===== src/rtl/button_pkg.sv =====
// ---------------------------------------------------------------------------
// button_pkg
// Shared definitions for the push-button event block.
//   state_t          : FSM state encodings (IDLE / PRESSED / LONG)
//   LONG_COUNT_DEF   : long-press threshold, 0.5 s at 50 MHz
//   REPEAT_COUNT_DEF : auto-repeat period, 0.1 s at 50 MHz
// ---------------------------------------------------------------------------
package button_pkg;

  typedef enum logic [1:0] {
    ST_IDLE    = 2'd0,
    ST_PRESSED = 2'd1,
    ST_LONG    = 2'd2
  } state_t;

  localparam int LONG_COUNT_DEF   = 25_000_000;
  localparam int REPEAT_COUNT_DEF = 5_000_000;

endpackage : button_pkg


===== src/rtl/button_event.sv =====
// ---------------------------------------------------------------------------
// button_event
// Turns a debounced button level into one-cycle event strobes.
//
// Parameters:
//   CNT_W        : hold-counter width
//   LONG_COUNT   : cycles held before a press counts as long
//   REPEAT_COUNT : auto-repeat period in cycles (used only with repeat built in)
//
// Ports:
//   clk          in  : single clock
//   reset_n      in  : synchronous active-low reset
//   db           in  : debounced button level, synchronous to clk
//   press_tick   out : strobe on press
//   release_tick out : strobe on every release
//   short_tick   out : strobe on release before the long threshold
//   long_tick    out : strobe when the long threshold is reached
//   repeat_tick  out : strobe once per auto-repeat period while long-held
//   held         out : high while the FSM is not idle
//
// Build option:
//   BUTTON_EVENT_REPEAT_EN : when defined, auto-repeat is active in LONG.
//                            When undefined, repeat_tick is tied low and the
//                            hold counter freezes in LONG.
// ---------------------------------------------------------------------------
module button_event
  import button_pkg::*;
#(
  parameter int CNT_W        = 26,
  parameter int LONG_COUNT   = LONG_COUNT_DEF,
  parameter int REPEAT_COUNT = REPEAT_COUNT_DEF
) (
  input  logic clk,
  input  logic reset_n,
  input  logic db,
  output logic press_tick,
  output logic release_tick,
  output logic short_tick,
  output logic long_tick,
  output logic repeat_tick,
  output logic held
);

  // Elaboration-time parameter sanity checks.
  if (LONG_COUNT < 2 || 64'(LONG_COUNT) >= (64'(1) << CNT_W)) begin : g_bad_long
    $error("button_event: LONG_COUNT out of range for CNT_W");
  end
  if (REPEAT_COUNT < 2 || 64'(REPEAT_COUNT) >= (64'(1) << CNT_W)) begin : g_bad_repeat
    $error("button_event: REPEAT_COUNT out of range for CNT_W");
  end

  localparam logic [CNT_W-1:0] LONG_TERM = CNT_W'(LONG_COUNT - 1);
  localparam logic [CNT_W-1:0] CNT_ONE   = CNT_W'(1);
`ifdef BUTTON_EVENT_REPEAT_EN
  localparam logic [CNT_W-1:0] REP_TERM  = CNT_W'(REPEAT_COUNT - 1);
`endif

  state_t           r_state;
  state_t           w_state_nxt;
  logic [CNT_W-1:0] r_cnt;
  logic [CNT_W-1:0] w_cnt_nxt;

  logic w_press;
  logic w_release;
  logic w_short;
  logic w_long;
  logic r_press_tick;
  logic r_release_tick;
  logic r_short_tick;
  logic r_long_tick;
`ifdef BUTTON_EVENT_REPEAT_EN
  logic w_repeat;
  logic r_repeat_tick;
`endif

  // Next-state, counter and strobe decode. Release is tested before the
  // threshold so that a release landing on the threshold edge wins.
  always_comb begin
    w_state_nxt = r_state;
    w_cnt_nxt   = r_cnt;
    w_press     = 1'b0;
    w_release   = 1'b0;
    w_short     = 1'b0;
    w_long      = 1'b0;
`ifdef BUTTON_EVENT_REPEAT_EN
    w_repeat    = 1'b0;
`endif
    case (r_state)
      ST_IDLE: begin
        // Counter is frozen while idle and cleared on entry to PRESSED.
        if (db) begin
          w_state_nxt = ST_PRESSED;
          w_cnt_nxt   = '0;
          w_press     = 1'b1;
        end
      end
      ST_PRESSED: begin
        if (!db) begin
          w_state_nxt = ST_IDLE;
          w_release   = 1'b1;
          w_short     = 1'b1;
        end else if (r_cnt == LONG_TERM) begin
          w_state_nxt = ST_LONG;
          w_cnt_nxt   = '0;
          w_long      = 1'b1;
        end else begin
          w_cnt_nxt   = r_cnt + CNT_ONE;
        end
      end
      ST_LONG: begin
        if (!db) begin
          w_state_nxt = ST_IDLE;
          w_release   = 1'b1;
        end
`ifdef BUTTON_EVENT_REPEAT_EN
        else if (r_cnt == REP_TERM) begin
          w_cnt_nxt   = '0;
          w_repeat    = 1'b1;
        end else begin
          w_cnt_nxt   = r_cnt + CNT_ONE;
        end
`endif
      end
      default: begin
        // Unreachable encoding: recover silently.
        w_state_nxt = ST_IDLE;
        w_cnt_nxt   = '0;
      end
    endcase
  end

  always_ff @(posedge clk) begin
    if (!reset_n) begin
      r_state        <= ST_IDLE;
      r_cnt          <= '0;
      r_press_tick   <= 1'b0;
      r_release_tick <= 1'b0;
      r_short_tick   <= 1'b0;
      r_long_tick    <= 1'b0;
    end else begin
      r_state        <= w_state_nxt;
      r_cnt          <= w_cnt_nxt;
      r_press_tick   <= w_press;
      r_release_tick <= w_release;
      r_short_tick   <= w_short;
      r_long_tick    <= w_long;
    end
  end

`ifdef BUTTON_EVENT_REPEAT_EN
  always_ff @(posedge clk) begin
    if (!reset_n) begin
      r_repeat_tick <= 1'b0;
    end else begin
      r_repeat_tick <= w_repeat;
    end
  end
  assign repeat_tick = r_repeat_tick;
`else
  assign repeat_tick = 1'b0;
`endif

  assign press_tick   = r_press_tick;
  assign release_tick = r_release_tick;
  assign short_tick   = r_short_tick;
  assign long_tick    = r_long_tick;
  assign held         = (r_state != ST_IDLE);

endmodule : button_event


===== config.mk =====
export PLATFORM = sky130hd
export DESIGN_NAME = button_event
export DESIGN_NICKNAME = d
export VERILOG_FILES = /design/src/rtl/button_pkg.sv /design/src/rtl/button_event.sv
export SDC_FILE = /design/constraint.sdc
export NUM_CORES = 1
export LEC_CHECK = 0
export ABC_AREA = 1
export BUFFER_PORTS_ARGS = -buffer_cell sky130_fd_sc_hd__buf_2
export CAP_MARGIN = 5
export CORE_MARGIN = 4
export CORE_UTILIZATION = 41
export CTS_CLUSTER_SIZE = 25
export DETAILED_ROUTE_END_ITERATION = 7
export GPL_ROUTABILITY_DRIVEN = 0
export PLACE_DENSITY = 0.65
export SYNTH_ARGS = -nofsm -noshare
export SYNTH_HDL_FRONTEND = slang
export SYNTH_SLANG_ARGS = --single-unit

===== constraint.sdc =====
create_clock -name clk -period 3.06 [get_ports clk]
set_input_delay 0 -clock clk [delete_from_list [all_inputs] [get_ports clk]]
set_output_delay 0 -clock clk [all_outputs]
set_load 0.03 [all_outputs]

==> summary.txt <==
Global route
  • Initial antenna violation count: 0
  • Total global-route track usage: 16.7%
  • Pin count of the biggest net entering global routing: 23
  • Vias in the first global route: 1,545
  • Wire length of the first global-routing pass: 7070 um
  • GRT overflow: 0

Layout
  • Diodes inserted: 0
  • Layout Utilization: 48.8%
  • Syn-to-layout area delta: 11.4%
  • Layout net count: 280
  • Proportion of layout cells with a drive suffix above 1: 13.6%

Worst setup path
  • Ordered cell list for the critical path: ha_1 > nand2_1 > nor2_1 > nand2_1 > nor2_1 > nand2_1 > nand2_1 > nand2_1 > nand2_2 > nor3_1
  • Critical-path maximum fanout: 22
  • Category of the worst setup path capture point: register
  • Cell type of the slowest stage on the worst timing path: sky130_fd_sc_hd__nand2_2
  • Maximum cell stage delay along the critical path: 0.45 ns
  • Crit Path Class: register to register
  • Worst path arrival time: 2.23 ns
  • R2R setup slack: 0.99 ns
  • Launch point of the worst reg-to-reg path: r_cnt[0]
  • Most used cell along the critical path: sky130_fd_sc_hd__nand2_1
  • Reg2Reg Capture Point: r_cnt[9]
  • CP startpoint kind: register
  • Number of cells traversed by the worst register-to-register path: 10
  • CP required: 3.22 ns

Hold path
  • Class of the tightest hold or removal check: input pin to register
  • End of the worst hold path: release_tick
  • Hold Path Origin: reset_n
  • Number of cells traversed by the worst hold path: 3

Clock tree
  • Number of buffers on the longest clock path: 2
  • Number of buffers added for setup after CTS: 0
  • Latest clock arrival within the worst-skew pair: 0.29 ns
  • Clock buffers created by TritonCTS: 5
  • TritonCTS clock tree: yes
  • H-tree depth: 2
  • Sink Count: 32
  • Cell at the root of the clock tree: sky130_fd_sc_hd__clkbuf_8
  • Clock edge transition at the registers on the reported setup and hold paths: 0.07 ns

Detailed routing
  • First-pass detailed-route iteration total: 4
  • Highest metal layer used by the detailed router: met4
  • Total DRC errors in the routed layout: 0
  • Routed length on met1: 1950 um
  • Number of DRC markers in iteration 0: 113
  • Routed WL per cell: 12.3 um
  • Residual antenna-violating net count after detailed routing: 0
  • Met3 routed wirelength: 180 um
  • Post-detailed-route via-to-cell ratio: 5.05
  • Met2 routed WL: 1750 um
  • Routed WL: 3970 um
  • Vias after detailed routing: 1,631

STA
  • RSZ-0062 raised after global routing: false
  • Hold slack final: 0.0336 ns
  • Slew @ Worst Pin: 0.517 ns
  • Setup ws final: 0.991 ns
  • Final setup skew: 0.00885 ns
  • Count of endpoints failing hold in the final timing report: 0
  • Pins over their slew limit: 0
  • Worst rel slew slack: 65.4%
  • Accumulated negative setup slack: 0 ns
  • Shortest period the worst path allows: 2.07 ns
  • Final setup violating endpoints: 0
  • Fmax achieved: 483 MHz
  • Share of the clock period used by the worst path: 67.6%

Pwr
  • Static power due to leakage: 0.825 nW
  • Largest vdd supply drop: 0.349 mV
  • Power, Total: 1.01 mW
  • Power per cell area: 502 mW/mm2

Logic synthesis
  • Flip-flop and latch count after synthesis: 32
  • Netlist area before placement: 0.00182 mm2
  • Post-synthesis cell count: 261
  • Warning count from the yosys run: 0
  • Syn_nets: 269
  • Proportion of synthesized chip area in sequential cells: 35.3%
  • Average size of a mapped cell: 6.96 um2
  • Number of distinct standard cells referenced by the synthesized netlist: 33

Floorplan
  • Die boundary width: 74.5 um
  • Area inside the core boundary: 0.00414 mm2
  • Area of the die: 0.00556 mm2
  • Total I/O pin count: 9
  • Die height: 74.5 um
  • Std cell rows: 23
  • Effective utilization at floorplan: 43.8%

Placement
  • Worst Setup Slack post-DPL: 1.02 ns
  • Dpl hpwl: 3000 um
  • Number of buffers added on ports: 7

Outcome
  • Run status: complete, no violations

Run
  • Reported max-cap violation count: 0
==> sequential cells by signal, indices dropped and copies added, names as in the netlist <==
register	flops
long_tick	1
release_tick	1
r_cnt	26
press_tick	1
short_tick	1
r_state	2
==> power by group <==
group,switching [mW],total [mW],internal (mW)
combinational,0.0920,0.130,0.0376
clock,0.161,0.449,0.287
sequential,0.00839,0.436,0.428
==> cells in the final DEF (no fill, tap or decap), types with 2 or more instances in the layout <==
master | synthesis | layout
sky130_fd_sc_hd__nor3_2 | 2 | 2
sky130_fd_sc_hd__nand2_1 | 55 | 55
sky130_fd_sc_hd__nor2_2 | 4 | 4
sky130_fd_sc_hd__nand2_2 | 3 | 3
sky130_fd_sc_hd__nand4_1 | 6 | 6
sky130_fd_sc_hd__nor2_4 | 3 | 3
sky130_fd_sc_hd__nor3_1 | 12 | 12
sky130_fd_sc_hd__buf_2 | 1 | 7
sky130_fd_sc_hd__inv_1 | 33 | 33
sky130_fd_sc_hd__o21bai_1 | 2 | 2
sky130_fd_sc_hd__nand3_1 | 24 | 24
sky130_fd_sc_hd__inv_2 | 2 | 2
sky130_fd_sc_hd__o21ai_0 | 2 | 2
sky130_fd_sc_hd__nor3b_2 | 2 | 2
sky130_fd_sc_hd__xor2_1 | 5 | 5
sky130_fd_sc_hd__nor4_1 | 2 | 2
sky130_fd_sc_hd__nor3b_1 | 4 | 4
sky130_fd_sc_hd__dfxtp_1 | 32 | 32
sky130_fd_sc_hd__a21oi_1 | 8 | 8
sky130_fd_sc_hd__and3_1 | 2 | 2
sky130_fd_sc_hd__clkbuf_8 | 0 | 7
sky130_fd_sc_hd__ha_1 | 5 | 5
sky130_fd_sc_hd__nor2_1 | 39 | 39
==> logic make-up after synthesis <==
| group | Yosys count | synth area share, % |
|---|---|---|
| and+or+nand+nor | 162 | 43.8 |
| buffers and inverters | 40 | 9.23 |
| DFF | 32 | 35.3 |
| AOI/OAI and AO/OA | 15 | 5.10 |
| xor gates and xnor gates | 6 | 2.89 |
| adders and majority gates | 5 | 3.45 |
| other | 1 | 0.207 |
==> worst max-delay path by stage <==
stage	depth (start not counted)	from	slack [ns]	end
after floorplan	7	r_cnt[0]	1.46	r_cnt[12]
after global placement	10	r_cnt[0]	1.13	r_cnt[6]
after detailed placement	10	r_cnt[0]	1.02	r_cnt[9]
after CTS	10	r_cnt[0]	0.99	r_cnt[11]
after global routing	10	r_cnt[0]	0.72	r_cnt[11]
final	10	r_cnt[0]	0.99	r_cnt[9]
==> worst max-delay path: cells and delay by family (launching register included) <==
kind	cells	cell delay [ns]
and+or+nand+nor	9	1.37
adders and majority gates	1	0.18
DFF	1	0.38
==> routing by layer <==
layer  up-vias  GRT usage, %
li1        853             -
met1       728          23.1
met2        42          25.0
met3         8          4.05
met4         0          6.32
met5         -             0
==> cells in the mapped netlist <==
master,number,area (um2)
sky130_fd_sc_hd__a31oi_1,1,6.26
sky130_fd_sc_hd__nor2_4,3,33.8
sky130_fd_sc_hd__dfxtp_1,32,641
sky130_fd_sc_hd__xor2_1,5,43.8
sky130_fd_sc_hd__o21bai_1,2,15.0
sky130_fd_sc_hd__xnor2_1,1,8.76
sky130_fd_sc_hd__and3_1,2,12.5
sky130_fd_sc_hd__nor3b_2,2,25.0
sky130_fd_sc_hd__buf_2,1,5.00
sky130_fd_sc_hd__a21oi_1,8,40.0
sky130_fd_sc_hd__nor3_1,12,60.1
sky130_fd_sc_hd__or2_2,1,6.26
sky130_fd_sc_hd__conb_1,1,3.75
sky130_fd_sc_hd__ha_1,5,62.6
sky130_fd_sc_hd__nor3b_1,4,30.0
sky130_fd_sc_hd__nand2_4,1,11.3
sky130_fd_sc_hd__nand4_1,6,37.5
sky130_fd_sc_hd__inv_6,1,8.76
sky130_fd_sc_hd__nand2_1,55,206
sky130_fd_sc_hd__nor2_1,39,146
sky130_fd_sc_hd__o21ai_1,1,5.00
sky130_fd_sc_hd__inv_2,2,7.51
sky130_fd_sc_hd__nand2_2,3,18.8
sky130_fd_sc_hd__o21ai_0,2,10.0
sky130_fd_sc_hd__nor4_1,2,12.5
sky130_fd_sc_hd__inv_1,33,124
sky130_fd_sc_hd__nor2_8,1,20.0
sky130_fd_sc_hd__nand3_2,1,10.0
sky130_fd_sc_hd__o21ai_4,1,16.3
sky130_fd_sc_hd__nand3_1,24,120
sky130_fd_sc_hd__nor2_2,4,25.0
sky130_fd_sc_hd__buf_4,3,22.5
sky130_fd_sc_hd__nor3_2,2,20.0
==> per-stage QoR <==
stage          instance area (um2)  instances
2_1_floorplan                 1820        261
4_1_cts                       2020        323
6_report                      2020        323
3_5_place_dp                  1890        314
3_3_place_gp                  1890        314
5_1_grt                       2020        323
==> area by class of cell <==
cell class	count	area [um2]
Clock inverter	1	30.0
Timing Repair Buffer	8	45.0
Multi-Input combinational cell	189	1010
Fill cell	433	2120
Tap cell	50	62.6
Inverter	36	140
Clock buffer	7	96.3
Sequential cell	32	641
==> repair_timing <==
item | in CTS | in global routing
gates resized for setup | 0 | 0
hold buffers | 1 | 0
endpoints found under the hold margin | 2 | 0
Power figures use the tool's default switching activity.
